===== src/rtl/sample_acc_relu_14.sv =====
// -----------------------------------------------------------------------------
// sample_acc_relu_14
// Accumulates N_TERMS signed products plus a bias, then saturates the sum to
// DOUT_WIDTH and applies an optional ReLU. One result is produced per frame
// and is presented on a registered valid/ready output.
//
// Ports:
//   clk       - clock, rising edge
//   reset     - asynchronous, active-high reset
//   ce        - clock enable; all state holds while low
//   din       - signed product from the multiplier
//   din_vld   - din is valid this cycle
//   din_rdy   - stage can take a term this cycle (combinational)
//   bias      - signed bias, captured with the first term of a frame
//   dout      - formatted result (registered)
//   dout_vld  - result valid (registered)
//   dout_rdy  - downstream takes the result
//   sat       - result was saturated, qualified by dout_vld
// -----------------------------------------------------------------------------
module sample_acc_relu_14 #(
    parameter int DIN_WIDTH  = 14,
    parameter int ACC_WIDTH  = 24,
    parameter int DOUT_WIDTH = 14,
    parameter int N_TERMS    = 16,
    parameter int RELU_EN    = 1
) (
    input  logic                  clk,
    input  logic                  reset,
    input  logic                  ce,
    input  logic [DIN_WIDTH-1:0]  din,
    input  logic                  din_vld,
    output logic                  din_rdy,
    input  logic [DIN_WIDTH-1:0]  bias,
    output logic [DOUT_WIDTH-1:0] dout,
    output logic                  dout_vld,
    input  logic                  dout_rdy,
    output logic                  sat
);

    localparam int CNT_WIDTH = $clog2(N_TERMS + 1);
    localparam logic [CNT_WIDTH-1:0] LAST_CNT = CNT_WIDTH'(N_TERMS - 1);

    // Output range expressed at accumulator width for the saturation compare.
    localparam logic signed [ACC_WIDTH-1:0] DOUT_MAX =
        {{(ACC_WIDTH-DOUT_WIDTH+1){1'b0}}, {(DOUT_WIDTH-1){1'b1}}};
    localparam logic signed [ACC_WIDTH-1:0] DOUT_MIN =
        {{(ACC_WIDTH-DOUT_WIDTH+1){1'b1}}, {(DOUT_WIDTH-1){1'b0}}};

    typedef enum logic [1:0] {
        IDLE = 2'd0,
        ACC  = 2'd1,
        OUT  = 2'd2
    } state_t;

    state_t                  state_q, state_d;
    logic [ACC_WIDTH-1:0]    acc_q, acc_d;
    logic [CNT_WIDTH-1:0]    cnt_q, cnt_d;
    logic [DOUT_WIDTH-1:0]   dout_q, dout_d;
    logic                    dout_vld_q, dout_vld_d;
    logic                    sat_q, sat_d;

    logic                    accept_s;
    logic                    xfer_s;
    logic                    frame_start_s;
    logic                    term_add_s;
    logic                    bad_state_s;
    logic [ACC_WIDTH-1:0]    first_sum_s;
    logic [ACC_WIDTH-1:0]    next_sum_s;
    logic [DOUT_WIDTH:0]     fmt_first_s;
    logic [DOUT_WIDTH:0]     fmt_next_s;

    // Sign-extend a DIN_WIDTH value to accumulator width.
    function automatic logic [ACC_WIDTH-1:0] sext(input logic [DIN_WIDTH-1:0] v);
        return {{(ACC_WIDTH-DIN_WIDTH){v[DIN_WIDTH-1]}}, v};
    endfunction

    // Saturate and optionally ReLU a final sum; returns {sat, value}.
    // ReLU zeroes the value but the saturation flag is kept.
    function automatic logic [DOUT_WIDTH:0] fmt_result(input logic [ACC_WIDTH-1:0] sum);
        logic signed [ACC_WIDTH-1:0] s;
        logic [DOUT_WIDTH-1:0]       val;
        logic                        sat_f;
        s = signed'(sum);
        if (s > DOUT_MAX) begin
            val   = {1'b0, {(DOUT_WIDTH-1){1'b1}}};
            sat_f = 1'b1;
        end else if (s < DOUT_MIN) begin
            val   = {1'b1, {(DOUT_WIDTH-1){1'b0}}};
            sat_f = 1'b1;
        end else begin
            val   = sum[DOUT_WIDTH-1:0];
            sat_f = 1'b0;
        end
        if ((RELU_EN != 0) && val[DOUT_WIDTH-1]) begin
            val = {DOUT_WIDTH{1'b0}};
        end else begin
            val = val;
        end
        return {sat_f, val};
    endfunction

    // Handshake terms. In OUT a term is only taken when the held result retires.
    assign din_rdy  = (state_q == OUT) ? dout_rdy : 1'b1;
    assign accept_s = ce & din_vld & din_rdy;
    assign xfer_s   = ce & dout_vld_q & dout_rdy;

    assign first_sum_s = sext(bias) + sext(din);
    assign next_sum_s  = acc_q + sext(din);
    assign fmt_first_s = fmt_result(first_sum_s);
    assign fmt_next_s  = fmt_result(next_sum_s);

    // Next-state and datapath update for the IDLE/ACC/OUT frame sequencer.
    always_comb begin
        state_d       = state_q;
        acc_d         = acc_q;
        cnt_d         = cnt_q;
        dout_d        = dout_q;
        dout_vld_d    = dout_vld_q;
        sat_d         = sat_q;
        frame_start_s = 1'b0;
        term_add_s    = 1'b0;
        bad_state_s   = 1'b0;

        case (state_q)
            IDLE:    frame_start_s = accept_s;
            ACC:     term_add_s    = accept_s;
            // accept in OUT implies dout_rdy, so the held result retires too.
            OUT:     frame_start_s = accept_s;
            default: bad_state_s   = 1'b1;
        endcase

        if (frame_start_s) begin
            acc_d = first_sum_s;
            cnt_d = CNT_WIDTH'(1);
            if (N_TERMS == 1) begin
                dout_d     = fmt_first_s[DOUT_WIDTH-1:0];
                sat_d      = fmt_first_s[DOUT_WIDTH];
                dout_vld_d = 1'b1;
                state_d    = OUT;
            end else begin
                dout_vld_d = 1'b0;
                state_d    = ACC;
            end
        end else if (term_add_s) begin
            acc_d = next_sum_s;
            cnt_d = cnt_q + CNT_WIDTH'(1);
            if (cnt_q == LAST_CNT) begin
                dout_d     = fmt_next_s[DOUT_WIDTH-1:0];
                sat_d      = fmt_next_s[DOUT_WIDTH];
                dout_vld_d = 1'b1;
                state_d    = OUT;
            end else begin
                state_d    = ACC;
            end
        end else if (xfer_s) begin
            dout_vld_d = 1'b0;
            state_d    = IDLE;
        end else if (bad_state_s) begin
            dout_vld_d = 1'b0;
            cnt_d      = {CNT_WIDTH{1'b0}};
            state_d    = IDLE;
        end else begin
            state_d    = state_q;
        end
    end

    // State and output registers; reset discards any partial frame.
    always_ff @(posedge clk or posedge reset) begin
        if (reset) begin
            state_q    <= IDLE;
            acc_q      <= {ACC_WIDTH{1'b0}};
            cnt_q      <= {CNT_WIDTH{1'b0}};
            dout_q     <= {DOUT_WIDTH{1'b0}};
            dout_vld_q <= 1'b0;
            sat_q      <= 1'b0;
        end else begin
            state_q    <= state_d;
            acc_q      <= acc_d;
            cnt_q      <= cnt_d;
            dout_q     <= dout_d;
            dout_vld_q <= dout_vld_d;
            sat_q      <= sat_d;
        end
    end

    assign dout     = dout_q;
    assign dout_vld = dout_vld_q;
    assign sat      = sat_q;

endmodule


===== config.mk =====
export PLATFORM = sky130hd
export DESIGN_NAME = sample_acc_relu_14
export DESIGN_NICKNAME = d
export VERILOG_FILES = /design/src/rtl/sample_acc_relu_14.sv
export SDC_FILE = /design/constraint.sdc
export NUM_CORES = 1
export LEC_CHECK = 0
export CORE_MARGIN = 2
export CORE_UTILIZATION = 40
export CTS_CLUSTER_DIAMETER = 120
export DETAILED_ROUTE_END_ITERATION = 7
export DONT_BUFFER_PORTS = 1
export GPL_ROUTABILITY_DRIVEN = 0
export PLACE_DENSITY = 0.58
export SKIP_LAST_GASP = 1
export SLEW_MARGIN = 0
export SYNTH_ARGS = -nofsm -noshare
export SYNTH_HDL_FRONTEND = slang
export SYNTH_SLANG_ARGS = --single-unit

===== constraint.sdc =====
create_clock -name clk -period 7.3 [get_ports clk]
set_input_delay 1.46 -clock clk [delete_from_list [all_inputs] [get_ports clk]]
set_output_delay 1.46 -clock clk [all_outputs]
set_load 0.1 [all_outputs]

==> key figures <==
Logic synthesis
  – Syn_area_per_cell: 8.29 um^2
  – Synth Flop Type: dfrtp_1
  – Number of enable flip-flop cells after synthesis: 0
  – Yosys warns: 0
  – Synth unique cells: 69
  – Syn Nets: roughly 590
  – Async SR Flop Fraction: 100%
  – Register area share after synthesis: 27.2%
  – Post-Syn Instances: slightly above 500
  – Synthesized area: roughly 4200 um^2
  – Yosys reg bits: 46

Setup path
  – Crit path DAT: ~4.5 ns
  – Cell mode on critical path: and3_1
  – Crit. End Element: register
  – Reg2reg start: state_q[1]
  – RR Endpoint: sat
  – CP cell instances: or3_1 > and3_1 > and3_1 > nand2_1 > nor2_1 > nand4_2 > nor3_4 > a211oi_1
  – Crit-path max cell delay: roughly 0.72 ns
  – Startpoint class of the critical path: input port
  – Worst Path Required: approximately 7.5 ns
  – CP startpoint: dout_rdy
  – Worst path slowest cell: or3_1
  – R2r worst-path depth: 9
  – CP endpoint: sat
  – CP Class: in2reg
  – CP max FO: 15
  – R2R Setup Slk: 3.30 ns

Routing
  – Vias per std cell: 5.79
  – Final routed wire length divided by cell count: 16.4 um
  – Drt initial violations: around 210
  – Drt pass-1 iters: 4
  – Final wirelength: between 10000 and 15000 um
  – DRC violations left: 0
  – Post-route ant nets: 0
  – Via count: 3682

Run
  – Total of max-cap violations: 0

STA
  – Fin. max-slew vios: 0
  – Tcrit/Tclk final: between 50% and 60%
  – Fin. Hold Viols: 0
  – Final min period: 4.31 ns
  – Slew HR: 33.6%
  – Final Skew: 0.0143 ns
  – RSZ-0062 raised after global routing: false
  – TNS Setup: 0 ns
  – Max frequency: 232 MHz
  – Slew @ Worst Pin: roughly 0.99 ns
  – Setup violators final: 0

Global routing
  – GRT Total Usage: 18.7%
  – Largest net degree at the start of global routing: 47
  – Initial antenna violation count: 0
  – GR Overflow Total: 0
  – First-pass GRT wire length: 17300 um
  – Vias in the first global route: between 3k and 4k

Power and ir drop
  – Power per cell area: approximately 380 nW/um^2
  – Clock share of power: around a tenth
  – Max IR drop VDD: 0.125 mV
  – Static leakage: around 0.0018 uW
  – Total power draw: between 1500 and 2000 uW
  – Internal: between 800 and 900 uW
  – Switching Share: 50.4%
  – Comb power frac: 64.9%
  – Switching power: 841 uW
  – Sequential power share: 25.0%

Clock tree
  – Maximum buffer depth of the clock tree: 2
  – Num CTS Buffers: 5
  – CTS Hold Bufs: 0
  – CTS tree: built
  – Resize count post-CTS: 0
  – Post-CTS Setup Inserts: 0
  – Clock latency on the worst-skew pair: 0.31 ns
  – H-tree Lvls: 2
  – Clock Sinks: 46
  – Root buf cell: clkbuf_8
  – Reg clk slew, reported paths: 0.11 ns

Place
  – Port Buf Inserts: 0
  – Post-DP HPWL: 8060 um

Floorplanning
  – Die Wd: 107 um
  – Die Ht: 107 um
  – IO Count: 50
  – Placement Rows: 37
  – Initial core utilization: 41.0%
  – Core area: 10300 um^2
  – Die ar.: around 11000 um^2

Final layout
  – Final core utilization: a little over two fifths
  – Layout cell share with drive strength beyond 1: 8.20%
  – Antenna cell count: 0
  – Nets: 573
  – Area growth, synth to finish: 4.31%

Worst hold path
  – Worst hold path class: reg2reg

Status
  – Status: finished, final reports clean
## cell usage in the layout (no fill, tap or decap), drive strengths merged, types with 4 or more instances in the layout
master / Yosys / routed
nor2: 43 / 43
nor3: 12 / 12
and3: 8 / 8
a211oi: 6 / 6
nor2b: 7 / 7
o21ai: 21 / 21
nand2: 77 / 77
o211ai: 15 / 15
o21bai: 4 / 4
nand3: 11 / 11
inv: 16 / 17
nand4: 6 / 6
a22oi: 13 / 13
o21a: 14 / 14
a31oi: 10 / 10
a21o: 12 / 12
clkbuf: 12 / 5
a21oi: 44 / 44
xnor2: 19 / 19
ha: 39 / 39
xor2: 8 / 8
dfrtp: 46 / 46
nand2b: 9 / 9
## cell type report
class / count / area [um^2]
clock buffer: 5 / 68.8
timing repair buffer: 3 / 22.5
fill: 1075 / 5910
inverter: 16 / 60.1
sequential: 46 / 1150
tap: 136 / 170
clock inverter: 3 / 23.8
multi-input combinational: 427 / 2920
## power groups by stage
| stage | Clock (uW) | Sequential [uW] | Combinational (uW) |
|---|---|---|---|
| floorplan | 0 | 401 | 874 |
| global placement | 0 | 422 | 1070 |
| detailed placement | 0 | 422 | 1070 |
| CTS | 174 | 417 | 1080 |
| global route | 183 | 427 | 1210 |
| finish | 169 | 417 | 1080 |
## per-stage QoR
| stage | instance area (um^2) | setup slack, ns | cells | hold slack, ns |
|---|---|---|---|---|
| 6_report | 4420 | 2.99 | 636 | 0.494 |
| 3_3_place_gp | 4320 | 2.79 | 628 | 0.468 |
| 3_5_place_dp | 4320 | 2.69 | 628 | 0.483 |
| 4_1_cts | 4420 | 3.04 | 636 | 0.501 |
| 2_1_floorplan | 4230 | 3.29 | 511 | 0.443 |
| 5_1_grt | 4420 | 2.84 | 636 | 0.532 |
## layer usage
metal | wire (um) | GRT usage (%) | share of wire (%)
met5 | 0 | 0 | 0
met1 | 4850 | 26.3 | 47
met3 | 803 | 3.53 | 7.7
met2 | 4690 | 29.8 | 45
met4 | 68 | 4.45 | 0.65
## logic make-up (layout without fill, tap and decap cells)
kind of cell               count (synthesis)  in the layout  share of synthesized area, %
AOI/OAI and AO/OA                        165            165                          28.1
xor gates and xnor gates                  27             27                          5.59
adders and majority gates                 41             41                          12.5
buffers and inverters                     38             27                          3.93
DFF                                       46             46                          27.2
muxes                                      3              3                         0.709
other                                      1              1                        0.0886
and+or+nand+nor                          190            190                          21.9
## worst min-delay path by stage
stage                         start         to  slack [ns]  cells after the start
final                      cnt_q[3]   cnt_q[3]        0.49                      1
after global routing      acc_q[21]  acc_q[21]        0.53                      1
after CTS                  cnt_q[3]   cnt_q[3]        0.50                      1
after detailed placement   cnt_q[3]   cnt_q[3]        0.48                      1
after global placement     cnt_q[3]   cnt_q[3]        0.47                      1
after floorplan            cnt_q[3]   cnt_q[3]        0.44                      1
## cell usage after synthesis, drive strengths merged (4+ instances only)
cell    instances  area [um^2]
a211oi          6         55.1
a21o           12         90.1
a21oi          44          243
a22oi          13          148
a31oi          10         62.6
and3            8         55.1
buf            10         60.1
clkbuf         12         46.3
dfrtp          46         1150
ha             39          488
inv            16         60.1
nand2          77          289
nand2b          9         56.3
nand3          11         60.1
nand4           6         43.8
nor2           43          161
nor2b           7         46.3
nor3           12         81.3
o211ai         15          113
o21a           14          105
o21ai          21          105
o21bai          4         30.0
xnor2          19          166
xor2            8         70.1
## sequential cells by signal (all words and copies together) (netlist names)
name / flops
state_q: 2
dout: 13
dout_vld: 1
cnt_q: 5
acc_q: 24
sat: 1
## critical path, delay by kind of cell
kind,cells,cell delay [ns]
AO/OA/AOI/OAI,1,0.17
AND/OR/NAND/NOR,7,2.84
(Power assumes the default switching activity.)
